--- src/rtl/vfp_cfg_pkg.sv ---
// vfp_cfg_pkg: shared state, error-code and AXI response definitions for the vfpconfig sequencer
package vfp_cfg_pkg;
  typedef enum logic [3:0] {IDLE, FETCH, WRITE, BRESP, READ, RRESP, NEXT, DONE, ERR} state_t;
  localparam logic [1:0] ERR_SLV      = 2'd1;
  localparam logic [1:0] ERR_MISMATCH = 2'd2;
  localparam logic [1:0] ERR_TIMEOUT  = 2'd3;
  localparam logic [1:0] AXI_OKAY     = 2'b00;
  function automatic logic is_wait_state(state_t s);
    return s inside {WRITE, BRESP, READ, RRESP};
  endfunction
endpackage

--- src/rtl/vfp_cfg_watchdog.sv ---
// vfp_cfg_watchdog: handshake wait counter that flags expiry on the LIMIT-th enabled cycle
module vfp_cfg_watchdog #(
  parameter int LIMIT = 255,
  parameter int W     = $clog2(LIMIT + 1)
) (
  input  logic i_clk,
  input  logic i_rst,
  input  logic i_clr,
  input  logic i_en,
  output logic o_expired
);
  logic [W-1:0] r_cnt;
  always_ff @(posedge i_clk)
    if (i_rst || i_clr) r_cnt <= '0;
    else if (i_en && !o_expired) r_cnt <= r_cnt + 1'b1;
  assign o_expired = i_en && (r_cnt == W'(LIMIT - 1));
endmodule

--- src/rtl/vfp_config_sequencer.sv ---
// vfp_config_sequencer: AXI4-Lite master that writes (and optionally verifies) a register table
module vfp_config_sequencer
  import vfp_cfg_pkg::*;
#(
  parameter int ADDR_WIDTH     = 8,
  parameter int DATA_WIDTH     = 32,
  parameter int NUM_ENTRIES    = 16,
  parameter int IDX_WIDTH      = (NUM_ENTRIES > 1) ? $clog2(NUM_ENTRIES) : 1,
  parameter int TIMEOUT_CYCLES = 255
) (
  input  logic                    vfpconfig_aclk,
  input  logic                    vfpconfig_areset,
  input  logic                    start,
  output logic [IDX_WIDTH-1:0]    tbl_index,
  input  logic [ADDR_WIDTH-1:0]   tbl_addr,
  input  logic [DATA_WIDTH-1:0]   tbl_data,
  input  logic                    tbl_verify,
  output logic [ADDR_WIDTH-1:0]   m_awaddr,
  output logic [2:0]              m_awprot,
  output logic                    m_awvalid,
  input  logic                    m_awready,
  output logic [DATA_WIDTH-1:0]   m_wdata,
  output logic [DATA_WIDTH/8-1:0] m_wstrb,
  output logic                    m_wvalid,
  input  logic                    m_wready,
  input  logic [1:0]              m_bresp,
  input  logic                    m_bvalid,
  output logic                    m_bready,
  output logic [ADDR_WIDTH-1:0]   m_araddr,
  output logic [2:0]              m_arprot,
  output logic                    m_arvalid,
  input  logic                    m_arready,
  input  logic [DATA_WIDTH-1:0]   m_rdata,
  input  logic [1:0]              m_rresp,
  input  logic                    m_rvalid,
  output logic                    m_rready,
  output logic                    busy,
  output logic                    done,
  output logic                    error,
  output logic [1:0]              err_code,
  output logic [IDX_WIDTH-1:0]    err_index
);
  state_t                r_state, w_next;
  logic [1:0]            w_code, r_err_pend, r_err_code;
  logic [IDX_WIDTH-1:0]  r_idx, r_err_index;
  logic [ADDR_WIDTH-1:0] r_cur_addr;
  logic [DATA_WIDTH-1:0] r_cur_data;
  logic                  r_cur_verify;
  logic                  r_awvalid, r_wvalid, r_bready, r_arvalid, r_rready;
  logic                  r_busy, r_done, r_error;
  logic                  w_last, w_wr_done, w_accept, w_wd_clr, w_wd_en, w_expired;

  assign w_last    = r_idx == IDX_WIDTH'(NUM_ENTRIES - 1);
  assign w_wr_done = (!r_awvalid || m_awready) && (!r_wvalid || m_wready);
  assign w_accept  = (r_state == IDLE) && start;
  assign w_wd_en   = is_wait_state(r_state);
  assign w_wd_clr  = is_wait_state(w_next) && (w_next != r_state);

  vfp_cfg_watchdog #(.LIMIT(TIMEOUT_CYCLES)) u_watchdog (
    .i_clk    (vfpconfig_aclk),
    .i_rst    (vfpconfig_areset),
    .i_clr    (w_wd_clr),
    .i_en     (w_wd_en),
    .o_expired(w_expired)
  );

  always_ff @(posedge vfpconfig_aclk)
    r_state <= vfpconfig_areset ? IDLE : w_next;

  // Completed handshakes take priority over a coincident timeout
  always_comb begin
    w_next = r_state;
    w_code = ERR_TIMEOUT;
    unique case (r_state)
      IDLE:  w_next = start ? FETCH : IDLE;
      FETCH: w_next = WRITE;
      WRITE: w_next = w_wr_done ? BRESP : w_expired ? ERR : WRITE;
      BRESP: if (m_bvalid) begin
        w_code = ERR_SLV;
        w_next = (m_bresp != AXI_OKAY) ? ERR : r_cur_verify ? READ : NEXT;
      end else if (w_expired) w_next = ERR;
      READ:  w_next = m_arready ? RRESP : w_expired ? ERR : READ;
      RRESP: if (m_rvalid) begin
        w_code = (m_rresp != AXI_OKAY) ? ERR_SLV : ERR_MISMATCH;
        w_next = (m_rresp != AXI_OKAY || m_rdata != r_cur_data) ? ERR : NEXT;
      end else if (w_expired) w_next = ERR;
      NEXT:  w_next = w_last ? DONE : FETCH;
      default: w_next = IDLE;
    endcase
  end

  always_ff @(posedge vfpconfig_aclk) begin
    if (vfpconfig_areset) begin
      {r_awvalid, r_wvalid, r_bready, r_arvalid, r_rready} <= '0;
      {r_busy, r_done, r_error, r_cur_verify}              <= '0;
      r_idx       <= '0;
      r_cur_addr  <= '0;
      r_cur_data  <= '0;
      r_err_pend  <= '0;
      r_err_code  <= '0;
      r_err_index <= '0;
    end else begin
      r_awvalid <= (w_next == WRITE) && (r_state != WRITE || (r_awvalid && !m_awready));
      r_wvalid  <= (w_next == WRITE) && (r_state != WRITE || (r_wvalid && !m_wready));
      r_bready  <= w_next == BRESP;
      r_arvalid <= w_next == READ;
      r_rready  <= w_next == RRESP;
      r_busy    <= w_next != IDLE;
      if (w_accept) r_idx <= '0;
      else if (r_state == NEXT && !w_last) r_idx <= r_idx + 1'b1;
      if (r_state == FETCH) begin
        r_cur_addr   <= tbl_addr;
        r_cur_data   <= tbl_data;
        r_cur_verify <= tbl_verify;
      end
      if (w_next == ERR) r_err_pend <= w_code;
      if (w_accept) begin
        {r_done, r_error} <= '0;
        r_err_code  <= '0;
        r_err_index <= '0;
      end else if (r_state == DONE) r_done <= 1'b1;
      else if (r_state == ERR) begin
        r_error     <= 1'b1;
        r_err_code  <= r_err_pend;
        r_err_index <= r_idx;
      end
    end
  end

  assign tbl_index = r_idx;
  assign m_awaddr  = r_cur_addr;
  assign m_awprot  = 3'b000;
  assign m_awvalid = r_awvalid;
  assign m_wdata   = r_cur_data;
  assign m_wstrb   = '1;
  assign m_wvalid  = r_wvalid;
  assign m_bready  = r_bready;
  assign m_araddr  = r_cur_addr;
  assign m_arprot  = 3'b000;
  assign m_arvalid = r_arvalid;
  assign m_rready  = r_rready;
  assign busy      = r_busy;
  assign done      = r_done;
  assign error     = r_error;
  assign err_code  = r_err_code;
  assign err_index = r_err_index;
endmodule

--- config.mk ---
export PLATFORM = sky130hd
export DESIGN_NAME = vfp_config_sequencer
export DESIGN_NICKNAME = d
export VERILOG_FILES = /design/src/rtl/vfp_cfg_pkg.sv /design/src/rtl/vfp_cfg_watchdog.sv /design/src/rtl/vfp_config_sequencer.sv
export SDC_FILE = /design/constraint.sdc
export NUM_CORES = 1
export LEC_CHECK = 0
export BUFFER_PORTS_ARGS = -buffer_cell sky130_fd_sc_hd__buf_2
export CAP_MARGIN = 20
export CORE_ASPECT_RATIO = 0.75
export CORE_MARGIN = 4
export CORE_UTILIZATION = 30
export CTS_CLUSTER_DIAMETER = 50
export DETAILED_ROUTE_END_ITERATION = 8
export PLACE_DENSITY = 0.54
export REMOVE_ABC_BUFFERS = 1
export SLEW_MARGIN = 20
export SYNTH_ARGS = -nofsm -noshare
export SYNTH_HDL_FRONTEND = slang
export SYNTH_SLANG_ARGS = --single-unit
--- constraint.sdc ---
create_clock -name vfpconfig_aclk -period 2.5 [get_ports vfpconfig_aclk]
set_input_delay 0.25 -clock vfpconfig_aclk [delete_from_list [all_inputs] [get_ports vfpconfig_aclk]]
set_output_delay 0.25 -clock vfpconfig_aclk [all_outputs]
set_load 0.05 [all_outputs]
# ---- Yosys cells after proc, flatten, opt, wreduce, memory -nomap -nowiden
# Index checks and enable logic that the tools add are counted.
dict set report op_classes {
  mux 17
  bitwise_logic 1
  eq_ne 18
  reduce_logical 30
  n_addsub 2
}
# operator n
set ops {}
lappend ops {{4-bit two-way mux} 9}
lappend ops {{32-bit != test} 1}
lappend ops {{4-bit one-hot mux with 7 select lines} 1}
lappend ops {{4-bit by 3-bit == test with 1-bit output (second input constant)} 6}
lappend ops {{4-bit by 2-bit == test with 1-bit output (second input constant)} 4}
lappend ops {{4-bit == test (second input constant)} 3}
lappend ops {{4-bit nonzero test} 3}
lappend ops {{1-bit logical AND} 10}
lappend ops {{8-bit by 1-bit adder with 8-bit output (second input constant)} 1}
lappend ops {{8-bit == test (second input constant)} 1}
lappend ops {{2-bit two-way mux} 4}
lappend ops {{1-bit zero test} 6}
lappend ops {{1-bit logical OR} 6}
lappend ops {{4-bit by 1-bit adder with 4-bit output (second input constant)} 1}
lappend ops {{4-bit by 1-bit == test with 1-bit output (second input constant)} 1}
lappend ops {{4-bit zero test} 1}
lappend ops {{4-bit by 2-bit != test with 1-bit output (second input constant)} 1}
lappend ops {{4-bit != test} 1}
lappend ops {{2-bit one-hot mux with 2 select lines} 1}
lappend ops {{2-bit nonzero test} 2}
lappend ops {{3-bit two-way mux} 1}
lappend ops {{2-bit AND reduction} 1}
lappend ops {{2-bit OR reduction} 1}
lappend ops {{1-bit two-way mux} 1}
lappend ops {{1-bit inverter} 1}
dict set report totals {
  elab_cells 85
  input_bits 85
  output_inout_bits 76
  reg_bits 73
}

# ---- Longest topological paths before layout
dict set report logic_depth {
  depth_word 10
  mapped_depth 8
  ltp_nobuf 8
}

# ---- By module
# From an unflattened synthesis, not the netlist that was laid out.
dict set report unflattened {
  cells_unflattened 432
  hier_area_um2 3585.9
}
# mod cells_each instances area_each_um2
set modules_own_cells {}
lappend modules_own_cells {vfp_config_sequencer 381 1 3130.5}
lappend modules_own_cells {vfp_cfg_watchdog 51 1 455.4}

# ---- Worst setup path after synthesis
# Ideal clock, no wire load.
dict set report synth_timing {
  path_type {register -> register}
  start {register r_idx[0] (netlist: tbl_index[0])}
  end {register u_watchdog.r_cnt[0]}
  setup_ns 0.133
  stages_incl_launch_ff 8
  required_ns 2.367
  slack_ns 0.422
  t_arrival_ns 1.945
  cell_sequence {dfxtp_1 -> ha_1 -> nand3_1 -> o21ai_2 -> a2111oi_4 -> nand2b_4 -> a32oi_2 -> nor3_1}
}
dict set report synth_via {
  elab_chain_len 7
  elab_cells_between_ends 11
}
# element line
set synth_lines {}
lappend synth_lines {{from (decl)} vfp_config_sequencer.sv:45} ;# logic [IDX_WIDTH-1:0] r_idx, r_err_index;
lappend synth_lines {{from (signal assigned)} vfp_config_sequencer.sv:110} ;# else if (r_state == NEXT && !w_last) r_idx <= r_idx + 1'b1;
lappend synth_lines {{4-bit == test (*)} vfp_config_sequencer.sv:53} ;# assign w_last = r_idx == IDX_WIDTH'(NUM_ENTRIES - 1);
lappend synth_lines {{3-bit two-way mux (*)} vfp_config_sequencer.sv:87} ;# NEXT: w_next = w_last ? DONE : FETCH;
lappend synth_lines {{4-bit one-hot mux with 7 select lines (*)} vfp_config_sequencer.sv:74} ;# unique case (r_state)
lappend synth_lines {{4-bit by 2-bit == test with 1-bit output or 4-bit by 3-bit == test with 1-bit output (tied branches)} vfp_cfg_pkg.sv:9} ;# return s inside {WRITE, BRESP, READ, RRESP};
lappend synth_lines {{4-bit nonzero test} vfp_cfg_pkg.sv:9}
lappend synth_lines {{1-bit logical AND (*)} vfp_config_sequencer.sv:57} ;# assign w_wd_clr = is_wait_state(w_next) && (w_next != r_state);
lappend synth_lines {{1-bit logical OR (*)} vfp_cfg_watchdog.sv:14} ;# if (i_rst || i_clr) r_cnt <= '0;
lappend synth_lines {{to (signal assigned)} vfp_cfg_watchdog.sv:15} ;# else if (i_en && !o_expired) r_cnt <= r_cnt + 1'b1;
lappend synth_lines {{to (decl)} vfp_cfg_watchdog.sv:12} ;# logic [W-1:0] r_cnt;
# Mark *: on every way between the ends. The rest lies on a longest branch, timed or not.
# A chain may end at the register's enable or synchronous reset.

# ---- Worst setup path after layout
dict set report layout_timing {
  start {register u_watchdog.r_cnt[0]}
  end {register u_watchdog.r_cnt[0]}
}
dict set report layout_via {
  elab_chain_len 9
  elab_cells_between_ends 21
}
# element line
set layout_lines {}
lappend layout_lines {{8-bit == test} vfp_cfg_watchdog.sv:16} ;# assign o_expired = i_en && (r_cnt == W'(LIMIT - 1));
lappend layout_lines {{1-bit logical AND} vfp_cfg_watchdog.sv:16}
lappend layout_lines {{4-bit two-way mux (on tied branches) (2 in series)} --}
lappend layout_lines {{4-bit one-hot mux with 7 select lines} vfp_config_sequencer.sv:74}
lappend layout_lines {{4-bit by 2-bit == test with 1-bit output or 4-bit by 3-bit == test with 1-bit output (tied branches)} vfp_cfg_pkg.sv:9}
lappend layout_lines {{4-bit nonzero test} vfp_cfg_pkg.sv:9}
lappend layout_lines {{1-bit logical AND} vfp_config_sequencer.sv:57}
lappend layout_lines {{1-bit logical OR} vfp_cfg_watchdog.sv:14}
# Parallel ways exist; a longest one is shown, timed or not.

==> results_dict.tcl <==
set metrics [dict create \
    status "complete, no violations" \
    cp-startpoint "u_watchdog.r_cnt[0]" \
    drv_slew 0 \
    yosysUniqueCellTypes 50 \
    cts_root_buf "clkbuf_16" \
    die_area_mm2 0.0135 \
    design_area_mm2 0.00473 \
    syn2layout_area_growth_pct 34.6 \
    grt_overflow_total 0 \
    dpl.hpwl_um 7670 \
    avgSynthCellArea_um2 8.37 \
    fin_util_pct 42.3 \
    drive_gt1_share_pct 33.2 \
    place_area_mm2 0.00436 \
    crit_required_ps 2690 \
    ios 161 \
    crit_end "u_watchdog.r_cnt[0]" \
    cts_resized 0 \
    p_leak_nw 2.15 \
    cp.depth 8 \
    syn_area_mm2 0.00352 \
    gp_congestion 0.915 \
    initial_core_util_pct 31.4 \
    cap_violations 0 \
    finalSetupViolations 0 \
    final_nets 649 \
    cts_made_buffers 9 \
    diodes 0 \
    crit_type "reg -> reg" \
    synth_ff_type "dfxtp_1" \
    worst_r2r_endpoint "u_watchdog.r_cnt[0]" \
    layout_setup_ws_ps 255 \
    synth_top_area_share_pct 41.6 \
    routed_wl_um 10100 \
    cp-end-kind "register" \
    synth_edf_count 0 \
    cp.arrival_ps 2440 \
    clkSinkCount 73 \
    syn_inst 420 \
    wire_per_inst_um 13.9 \
    vdd_ir_drop_max_uv 457 \
    rsz0062_at_grt "no" \
    period_needed_ps 2240 \
    hold_viol_final 0 \
    post_cts_buffers 0 \
    period_share_pct 89.8 \
    p_per_area_mw_per_mm2 1040 \
    min_path_type "in -> reg" \
    coreArea_mm2 0.0112 \
    yosysTopAreaCell "dfxtp_1" \
    yosysSeqAreaShare_pct 41.6 \
    yosysMostFrequentCell "nand2_1" \
    holdBufCountCts 0 \
    drt-pass1-iter-count 4 \
    drt-initial-drc-count 158 \
    clock_latency_ps 330 \
    synth-seq-cells 73 \
    max_slew_margin_pct 56.3 \
    synthTopCellsByCount "nand2_1 (87), dfxtp_1 (73), a21oi_1 (54)" \
    track_usage_pct 14.8 \
    dr_total_vias 3329 \
    r2r_setup_slack_ps 260 \
    cp-start-kind "register" \
    rows 33 \
    clockBufferDepth 2 \
    r2r-start "u_watchdog.r_cnt[0]" \
    port_buffers 150 \
    grt_max_degree 42 \
    place_ws_ps 235 \
    critPathBufInv 1 \
    die_h_um 102 \
    crit_family "compound AO/OA/AOI/OAI gates" \
    cpMaxStageDelayCell "dfxtp_1" \
    synth_area_leaders "dfxtp_1 (42%), nand2_1 (9.3%), xor2_1 (8.7%), a21oi_1 (7.7%), buf_4 (4.3%)" \
    critical_path.max_fanout 8 \
    htreeDepth 3 \
    cp_cell_sequence "inv_1 > ha_1 > and3_1 > a21oi_1 > a2111oi_4 > nand2b_4 > a32oi_2 > nor3_1" \
    antenna_left 0 \
    cpPeakStageDelay_ps 410 \
    fin_worst_skew_ps 6.81 \
    ys_warn_count 0 \
    avgViaCountPerCell 4.60 \
    reg2regPathDepth 8 \
    drc 0 \
    grt_pass1_wl_um 16000 \
    grt_pass1_vias 3307 \
    antenna_found_initial 0 \
    tightest_slew_ps 646 \
    die_w_um 133 \
    tritoncts "done" \
    clk_pin_slew_ps 60 \
    fmax_mhz 445 \
    async_reset_ff_share_pct 0 \
]
[worst reg2reg max path, cell delays in order (launching register included)]
cell       delay [ps]
dfxtp_1           410
inv_1              60
ha_1              190
and3_1            210
a21oi_1           380
a2111oi_4         160
nand2b_4          180
a32oi_2           410
nor3_1            110
[metal layers]
metal  up-vias  GRT usage [%]  routed length, µm
met5         -              0                  0
met4         0           4.23                 83
met3         7           5.86                879
met2       119           24.1               4700
met1      1521           18.2               4400
li1       1682              -                  -
[report_power, final]
group          leakage, nW  switching (mW)  internal [mW]
registers            0.593           0.171           1.34
clock network        0.183           0.497           1.11
logic                 1.37            1.27          0.533
total                 2.15            1.94           2.98
[logic make-up after synthesis]
group / after synthesis / share of synthesized area, %
AND/OR/NAND/NOR: 177 / 24.7
AO/OA/AOI/OAI: 76 / 13.6
flip-flops: 73 / 41.6
XOR/XNOR: 41 / 10.2
buffers and inverters: 41 / 6.65
multiplexers: 7 / 2.03
adder cells (fa/ha/maj): 3 / 1.07
other: 2 / 0.214
[sequential cells by signal (all words and copies together) (netlist names)]
name              count
m_rready              1
m_wvalid              1
m_bready              1
m_awvalid             1
done                  1
m_araddr              8
tbl_index             4
u_watchdog.r_cnt      8
r_state               4
err_index             4
error                 1
r_cur_verify          1
m_wdata              32
busy                  1
err_code              2
r_err_pend            2
m_arvalid             1
[area by class of cell]
type                       count  area, µm²
clock buffer                  10        239
clock inverter                 6        138
tap                          157        196
sequential                    73       1460
fill                        1153       6460
timing repair buffer         161        833
multi-input combinational    314       1860
inverter                       2       7.51
[stage by stage]
step	cells	hold WS [ps]	total power [mW]	setup TNS, ps
after floorplan	389	319	2.83	-64710
after global placement	707	455	3.33	0
after detailed placement	707	465	3.36	0
after CTS	723	131	5.00	0
after global routing	723	146	5.20	0
final	723	151	4.92	0
[worst min-delay path by stage]
stage	start	endpoint	slack (ps)	depth (start not counted)
6_report	tbl_data[22]	m_wdata[22]	150	3
5_1_grt	tbl_data[19]	m_wdata[19]	150	3
4_1_cts	tbl_data[6]	m_wdata[6]	130	3
3_5_place_dp	m_araddr[2]	m_araddr[2]	460	2
3_3_place_gp	error	error	450	2
2_1_floorplan	vfpconfig_areset	m_araddr[0]	320	1
[placed cells by master (no fill, tap or decap), types with 2 or more instances in the layout]
master     count
a211oi_2       2
a21oi_1       54
a31oi_1        3
and2_1         2
and3_1         3
buf_2        150
buf_4         11
bufinv_16      4
clkbuf_16      9
conb_1        10
dfxtp_1       73
ha_1           3
inv_1          2
mux2i_1        6
nand2_1       87
nand2b_1       8
nand3_1       10
nand4_1        3
nand4bb_1      2
nor2_1        23
nor2b_1        4
nor3_1        10
nor3b_1        3
nor4_1         8
nor4b_2        3
o21ai_0        3
o31ai_1        2
o32ai_1        2
or3_1          2
xnor2_1        6
xor2_1        35
(Power assumes the default switching activity.)
